$ cat config.mk
export PLATFORM = sky130hd
export DESIGN_NAME = trivium_byte_xor
export DESIGN_NICKNAME = d
export VERILOG_FILES = /design/src/rtl/trivium_pkg.sv /design/src/rtl/trivium_ks_packer.sv /design/src/rtl/trivium_byte_xor.sv
export SDC_FILE = /design/constraint.sdc
export NUM_CORES = 1
export LEC_CHECK = 0
export BUFFER_PORTS_ARGS = -buffer_cell sky130_fd_sc_hd__clkbuf_2
export CORE_AREA = 2 2 90 92
export CTS_BUF_LIST = sky130_fd_sc_hd__clkbuf_4 sky130_fd_sc_hd__clkbuf_8
export DETAILED_ROUTE_END_ITERATION = 10
export DIE_AREA = 0 0 92 94
export SLEW_MARGIN = 25
export SYNTH_ARGS = -nofsm -noshare
export SYNTH_HDL_FRONTEND = slang
export SYNTH_SLANG_ARGS = --single-unit
$ cat constraint.sdc
create_clock -name clk -period 2.5 [get_ports clk]
set_clock_uncertainty 0.15 [all_clocks]
set_input_delay 0.25 -clock clk [delete_from_list [all_inputs] [get_ports clk]]
set_output_delay 0.25 -clock clk [all_outputs]
set_load 0.005 [all_outputs]
$ cat src/rtl/trivium_pkg.sv
// Shared widths and bit-placement helper for the Trivium keystream byte path.
package trivium_pkg;

    localparam int BYTE_W_DEF = 8;
    localparam int CNT_W_DEF  = 16;

    // Bit position inside a byte for the pos-th keystream bit; MSB-first mirrors it.
    function automatic int unsigned ins_idx(input int unsigned pos,
                                            input int unsigned width,
                                            input bit          lsb_first);
        return lsb_first ? pos : (width - 1 - pos);
    endfunction

endpackage

$ cat src/rtl/trivium_ks_packer.sv
// Steps the keystream generator, packs its serial bits into bytes and
// double-buffers them (accumulator + hold register) for the XOR stage.
module trivium_ks_packer
    import trivium_pkg::*;
#(
    parameter int BYTE_W    = BYTE_W_DEF,
    parameter bit LSB_FIRST = 1'b1
) (
    input  logic              clk,
    input  logic              rst,
    input  logic              clear,
    output logic              ks_en,
    input  logic              ks_bit,
    input  logic              ks_vld,
    input  logic              hold_take,
    output logic [BYTE_W-1:0] hold_byte,
    output logic              hold_full
);

    localparam int CW = $clog2(BYTE_W + 1);
    localparam int IW = (BYTE_W > 1) ? $clog2(BYTE_W) : 1;
    localparam logic [CW:0] FULL = (CW + 1)'(BYTE_W);

    logic [BYTE_W-1:0] acc_q, acc_d, hold_q, hold_d;
    logic [CW-1:0]     acc_cnt_q, acc_cnt_d, pos;
    logic              hold_full_q, hold_full_d;
    logic              ks_pend_q;
    logic              capture, move;
    logic [CW:0]       fill;
    logic [IW-1:0]     idx;

    // Stop stepping once an in-flight bit could no longer find a slot.
    assign fill    = {1'b0, acc_cnt_q} + (CW + 1)'(ks_pend_q);
    assign ks_en   = !rst && !clear && !(hold_full_q && (fill >= FULL));
    assign capture = ks_pend_q && ks_vld && !clear;
    assign move    = (acc_cnt_q == CW'(BYTE_W)) && (!hold_full_q || hold_take);
    assign pos     = move ? '0 : acc_cnt_q;
    assign idx     = IW'(ins_idx(32'(pos), BYTE_W, LSB_FIRST));

    always_comb begin
        acc_d       = acc_q;
        acc_cnt_d   = acc_cnt_q;
        hold_d      = hold_q;
        hold_full_d = hold_full_q;
        if (clear) begin
            acc_d       = '0;
            acc_cnt_d   = '0;
            hold_d      = '0;
            hold_full_d = 1'b0;
        end else begin
            if (move) begin
                hold_d      = acc_q;
                hold_full_d = 1'b1;
                acc_d       = '0;
                acc_cnt_d   = '0;
            end else if (hold_take) begin
                hold_full_d = 1'b0;
            end
            if (capture && (move || (acc_cnt_q < CW'(BYTE_W)))) begin
                acc_d[idx] = ks_bit;
                acc_cnt_d  = acc_cnt_d + 1'b1;
            end
        end
    end

    always_ff @(posedge clk) begin
        if (rst) begin
            acc_q       <= '0;
            acc_cnt_q   <= '0;
            hold_q      <= '0;
            hold_full_q <= 1'b0;
            ks_pend_q   <= 1'b0;
        end else begin
            acc_q       <= acc_d;
            acc_cnt_q   <= acc_cnt_d;
            hold_q      <= hold_d;
            hold_full_q <= hold_full_d;
            ks_pend_q   <= ks_en;
        end
    end

    assign hold_byte = hold_q;
    assign hold_full = hold_full_q;

endmodule

$ cat src/rtl/trivium_byte_xor.sv
// XORs a byte stream with packed Trivium keystream under valid/ready
// handshakes; one registered output byte and a wrapping transfer counter.
module trivium_byte_xor
    import trivium_pkg::*;
#(
    parameter int BYTE_W    = BYTE_W_DEF,
    parameter int CNT_W     = CNT_W_DEF,
    parameter bit LSB_FIRST = 1'b1
) (
    input  logic              clk,
    input  logic              rst,
    input  logic              clear,
    output logic              ks_en,
    input  logic              ks_bit,
    input  logic              ks_vld,
    input  logic              in_valid,
    input  logic [BYTE_W-1:0] in_data,
    output logic              in_ready,
    output logic              out_valid,
    output logic [BYTE_W-1:0] out_data,
    input  logic              out_ready,
    output logic [CNT_W-1:0]  byte_count
);

    logic [BYTE_W-1:0] hold_byte;
    logic              hold_full, hold_take;
    logic              out_valid_q, out_valid_d;
    logic [BYTE_W-1:0] out_data_q, out_data_d;
    logic [CNT_W-1:0]  cnt_q, cnt_d;

    trivium_ks_packer #(
        .BYTE_W    (BYTE_W),
        .LSB_FIRST (LSB_FIRST)
    ) u_pack (
        .clk       (clk),
        .rst       (rst),
        .clear     (clear),
        .ks_en     (ks_en),
        .ks_bit    (ks_bit),
        .ks_vld    (ks_vld),
        .hold_take (hold_take),
        .hold_byte (hold_byte),
        .hold_full (hold_full)
    );

    // Accept while the output slot is free or draining this cycle.
    assign in_ready  = hold_full && (!out_valid_q || out_ready);
    assign hold_take = in_valid && in_ready;

    always_comb begin
        out_valid_d = out_valid_q;
        out_data_d  = out_data_q;
        cnt_d       = cnt_q;
        if (clear) begin
            out_valid_d = 1'b0;
            out_data_d  = '0;
            cnt_d       = '0;
        end else if (hold_take) begin
            out_valid_d = 1'b1;
            out_data_d  = in_data ^ hold_byte;
            cnt_d       = cnt_q + 1'b1;
        end else if (out_ready) begin
            out_valid_d = 1'b0;
        end
    end

    always_ff @(posedge clk) begin
        if (rst) begin
            out_valid_q <= 1'b0;
            out_data_q  <= '0;
            cnt_q       <= '0;
        end else begin
            out_valid_q <= out_valid_d;
            out_data_q  <= out_data_d;
            cnt_q       <= cnt_d;
        end
    end

    assign out_valid  = out_valid_q;
    assign out_data   = out_data_q;
    assign byte_count = cnt_q;

endmodule

==> results of run 1 <==
[logic make-up after synthesis]
kind of cell / Yosys count
AOI/OAI and AO/OA: 79
adders and majority gates: 5
and+or+nand+nor: 87
xor gates and xnor gates: 15
buffers and inverters: 23
DFF: 47
[area by class of cell]
| cell class | count | share of cell area |
|---|---|---|
| Inverter | 6 | 0.00870 |
| Sequential cell | 47 | 0.363 |
| Multi-Input combinational cell | 186 | 0.454 |
| Clock buffer | 6 | 0.0319 |
| Timing Repair Buffer | 45 | 0.0908 |
| Tap cell | 102 | 0.0493 |
| Clock inverter | 1 | 0.00193 |
[report_power, final]
part	internal (W)	leakage [nW]	switching (W)	total (W)
clock network	0.000217	0.0470	0.000245	0.000463
registers	0.000749	0.379	0.00000120	0.000750
logic	0.0000174	0.434	0.0000287	0.0000461
total	0.000984	0.860	0.000275	0.00126
[Yosys cell counts, types with 6 or more instances]
| cell type | instances |
|---|---|
| nand2_1 | 9 |
| o31ai_1 | 6 |
| clkbuf_1 | 13 |
| or4_1 | 7 |
| nand3_1 | 16 |
| inv_1 | 6 |
| o21ai_0 | 19 |
| a211oi_1 | 8 |
| xnor2_1 | 14 |
| dfxtp_1 | 47 |
| a21oi_1 | 28 |
| nor2_1 | 20 |
[registers in the layout (all words and copies together) (netlist names)]
name              cells
byte_count           16
out_data              8
u_pack.acc_q          8
u_pack.hold_byte      8
u_pack.acc_cnt_q      4
out_valid             1
u_pack.hold_full      1
u_pack.ks_pend_q      1
[layer usage]
layer | track usage | part of all wire | up-vias
met5 | 0 | 0 | -
met4 | 0.0373 | 0.012 | 0
met3 | 0.0297 | 0.038 | 5
met2 | 0.201 | 0.48 | 29
met1 | 0.154 | 0.47 | 914
li1 | - | - | 1015
[stage by stage]
| stage | power [W] | utilization | setup WS, ns |
|---|---|---|---|
| 6_report | 0.00126 | 0.340 | 0.388 |
| 5_1_grt | 0.00131 | 0.340 | 0.257 |
| 3_3_place_gp | 0.000815 | 0.329 | 0.470 |
| 4_1_cts | 0.00129 | 0.340 | 0.385 |
| 2_1_floorplan | 0.000792 | - | 0.481 |
| 3_5_place_dp | 0.000815 | 0.329 | 0.423 |
[how the worst min path moves through the flow]
stage                          end  depth (start not counted)
2_1_floorplan      u_pack.acc_q[6]                          2
3_3_place_gp   u_pack.hold_byte[0]                          2
3_5_place_dp   u_pack.hold_byte[0]                          2
4_1_cts                out_data[3]                          3
5_1_grt                out_data[1]                          3
6_report               out_data[3]                          3
[worst max-delay path: cells and delay by family, from the launching register on]
kind	cells	cell delay, ns
simple gates	3	1.29
flops	1	0.47
compound gates	1	0.14
==> impl_metrics.yaml, run 1 <==
route:
  drt_wl_total_um: 5040
  route.detailed.drc: 0
  dr.pass1.iters: 4
  vias_per_cell: 4.99
  wl_per_cell_um: 12.8
  ant_nets: 0
  drt_iter0_markers: 62
  vias: 1963
floorplanning:
  core_area_um2: 7610
  pin_count: 42
  dieHeight_um: 94
  die_w_um: 92
  start_util: 0.292
  rows: 32
  fp.dieArea_um2: 8650
logic_synthesis:
  synthCells: 256
  async_flop_share: 0
  synthTopCellsByArea: "dfxtp_1, a21oi_1, xnor2_1, o21ai_0, nand3_1"
  synth_largest_area_cell: "dfxtp_1"
  synthXorXnorAreaFrac: 0.0591
  synth_edf_count: 0
  synth-compound-area-share: 0.221
  synth_seq_cells: 47
  synth_top_cell_area_share: 0.423
  yosys.area_share.adder: 0.0282
  synth_warnings: 0
  yosys_most_used_dff: "dfxtp_1"
  yosysUniqueCellTypes: 45
  avgSynthCellArea_um2: 8.68
  seq_area_frac_synth: 0.423
  synthMuxAreaShare: 0
  synth_top_family_by_area: "simple AND/OR/NAND/NOR gates"
  syn_nets: 276
  synth-simple-area-share: 0.221
  netlist_area_um2: 2220
sta:
  rsz0062_at_grt: "no"
  fmax_mhz: 473
  maxSlewViolCount: 0
  whs_ns: 0.0970
  hold_viol_final: 0
  max_slew_margin: 0.549
  tightestPinTransition_ns: 0.671
  fin_tns_setup_ns: 0
  setup_violations: 0
  period_share: 0.845
  period_needed_ns: 2.11
worst_setup_path:
  cp_max_fo: 11
  cp_slowest_cell: "or4_4"
  endpoint: "byte_count[15]"
  crit_type: "register to register"
  path_cells: "nand2_2 > or4_4 > or4_1 > a21oi_1"
  cp.required_ns: 2.58
  critPathLaunch: "u_pack.hold_full"
  cp-start-kind: "register"
  crit_path_end_kind: "register"
  r2r_slack_ns: 0.39
  crit_arrival_ns: 2.20
  slowest_delay_ns: 0.62
  rr_startpoint: "u_pack.hold_full"
  r2r-end: "byte_count[15]"
  r2r_cells: 4
clock_tree:
  post_cts.repair.setup_buffers: 0
  clk_latency_ns: 0.30
  cts.sinks: 47
  postCtsHoldBufs: 0
  h-tree-depth: 2
  cts_tree: "done"
  clk_root_buffer_cell: "clkbuf_8"
  cts_resized: 0
  cts_buffer_depth: 2
  clkSlewWorstSetupHoldPaths_ns: 0.09
  numCtsBuffers: 5
finish:
  nets: 311
  seq_area_um2: 941
  layout-drive-gt1-share: 0.196
  area_delta_synth_final_pct: 16.6
  nFillCells: 834
  final_cells: 393
  mostFrequentLayoutCells: "dfxtp_1, clkbuf_2, a21oi_1, nor2_1, o21ai_0"
  layout.cells.most_common: "dfxtp_1"
  finish.instance_area_um2: 2590
  multi_input_area_um2: 1180
  antenna_cells: 0
global_routing:
  overflow: 0
  antenna_found_initial: 0
  grt_usage: 0.120
  grt_pass1_vias: 1834
  grt_max_degree: 27
  grt_pass1_wl_um: 8470
power:
  p_leak_nw: 0.860
  power.density_nw_per_um2: 486
  irDropWorstVdd_uv: 185
place:
  dpl_cell_area_um2: 2500
  io_buffer_count: 41
  gp_congestion: 0.754
  hpwl_um: 3690
  placed_cells: 386
run_status:
  status: "complete, no violations"
hold_path:
  min_from: "in_data[3]"
  hold_class: "input pin to register"
run:
  max-cap-violations: 0
Power figures use the tool's default switching activity.
==> run 2: changes to the inputs <==
==> constraint.sdc (replaced) <==
create_clock -name clk -period 1.82 [get_ports clk]
set_clock_uncertainty 0.15 [all_clocks]
set_input_delay 0.182 -clock clk [delete_from_list [all_inputs] [get_ports clk]]
set_output_delay 0.182 -clock clk [all_outputs]
set_load 0.005 [all_outputs]
==> impl_metrics.yaml, run 2 (synthesized netlist as in run 1, its figures left out) <==
run_status:
  status: "complete, but fails checks"
  violations: "setup timing"
power:
  p_clk_frac: 0.370
  irDropWorstVdd_uv: 296
  p_switching_w: 0.000394
  power.density_nw_per_um2: 595
  total_power_w: 0.00175
  p_leak_nw: 1.04
  p_sw_frac: 0.225
  comb_power_share: 0.044
  sequentialPowerShare: 0.586
  internal_power_w: 0.00136
finish:
  nets: 342
  layout.cells.most_common: "clkbuf_2"
  antenna_cells: 0
  layout-drive-gt1-share: 0.345
  largest_reg_flops: 16
  area_delta_synth_final_pct: 32.6
  mostFrequentLayoutCells: "clkbuf_2, dfxtp_1, buf_4, a21oi_1, nor2_1"
  nFillCells: 814
  finish.utilization: 0.387
  final_cells: 424
worst_setup_path:
  path_cells: "buf_6 > ha_4 > ha_4 > nor2b_1 > a31oi_1 > a21oi_1 > buf_2"
  crit_type: "register to output port"
  cp-start-kind: "register"
  cp_max_fo: 2
  cp_num_buf_inv: 2
  crit_top_cell: "ha_4"
  cp_top_family: "flip-flops"
  crit_arrival_ns: 1.53
  slowest_delay_ns: 0.33
  cp_slowest_cell: "dfxtp_2"
  cp.required_ns: 1.49
  crit_path_end_kind: "output port"
sta:
  period_needed_ns: 1.86
  period_share: 1.02
  layout_setup_ws_ns: -0.0392
  setup_violations: 1
  maxSlewViolCount: 0
  rsz0062_at_grt: "yes"
  fmax_mhz: 538
  hold_viol_final: 0
  tightestPinTransition_ns: 0.410
  max_slew_margin: 0.727
  whs_ns: 0.0257
route:
  drt_wl_total_um: 5760
  vias: 2150
  vias_per_cell: 5.07
  drt_iter0_markers: 140
  ant_nets: 0
  wl_per_cell_um: 13.6
  dr.pass1.iters: 4
  route.detailed.drc: 0
global_routing:
  antenna_found_initial: 0
  grt_usage: 0.137
  overflow: 0
  grt_pass1_wl_um: 9500
  grt_max_degree: 26
  grt_pass1_vias: 1974
place:
  gp_congestion: 0.834
  io_buffer_count: 41
  placed_cells: 412
  hpwl_um: 4150
hold_path:
  hold_class: "input pin to register"
clock_tree:
  clkSlewWorstSetupHoldPaths_ns: 0.09
  clk_latency_ns: 0.30
  numCtsBuffers: 5
  cts_tree: "done"
  clk_root_buffer_cell: "clkbuf_8"
  h-tree-depth: 2
  postCtsHoldBufs: 0
  cts_buffer_depth: 2
  cts.sinks: 47
run:
  max-cap-violations: 0
floorplanning:
  rows: 32
  start_util: 0.292
  fp.dieArea_um2: 8650
  pin_count: 42
  core_area_um2: 7610
  dieHeight_um: 94
  die_w_um: 92
-- run 2: power groups by stage --
stage	combinational [W]	clock (W)	sequential (W)
2_1_floorplan	0.0000337	0	0.00105
3_3_place_gp	0.0000751	0	0.00105
3_5_place_dp	0.0000756	0	0.00105
4_1_cts	0.0000775	0.000675	0.00103
5_1_grt	0.0000835	0.000721	0.00103
6_report	0.0000769	0.000648	0.00103
-- run 2: worst min-delay path, stage by stage --
cell and delay (ns):
clkbuf_2 0.09, xnor2_1 0.10, a211oi_1 0.06
-- run 2: cell type report --
cell class,count,area (µm²),share of cell area
clock inverters,1,5.00,0.00170
clock buffers,6,82.6,0.0280
multi-input cells,187,1270,0.432
inverters,6,22.5,0.00764
flip-flops and latches,47,956,0.324
repair buffers,75,480,0.163
well taps,102,128,0.0433
-- run 2: worst paths after layout --
kind	end	slack [ns]	cells past startpoint	from
min	out_data[7]	0.03	3	in_data[7]
min reg2reg	u_pack.hold_byte[5]	0.32	2	u_pack.acc_q[5]
max reg2reg	byte_count[13]	0.02	4	u_pack.hold_full
max	ks_en	-0.04	7	u_pack.acc_cnt_q[0]
-- run 2: per-stage QoR --
stage	worst slack [ns]	cell area (µm²)	setup TNS, ns
final	-0.0392	2950	-0.0392
after CTS	-0.0569	2900	-0.0569
after global placement	0.0155	2730	0
after detailed placement	-0.0842	2730	-0.116
after global routing	-0.135	2950	-0.191
after floorplan	-0.0362	2250	-0.0722
-- run 2: what timing repair did --
item | 4_1_cts | 5_1_grt
pin swaps | 8 | 1
cloned | 1 | 0
setup buffers | 4 | 1
resized for setup | 13 | 10
hold endpoints to repair | 0 | 0
endpoints found under the setup margin | 4 | 8
-- run 2: layer usage --
layer / vias to the layer above / wire length, µm / track usage / share of wire
li1: 1084 / - / - / -
met1: 999 / 2560 / 0.172 / 0.44
met2: 59 / 2850 / 0.230 / 0.49
met3: 8 / 255 / 0.0385 / 0.044
met4: 0 / 98 / 0.0361 / 0.017
met5: - / 0 / 0 / 0
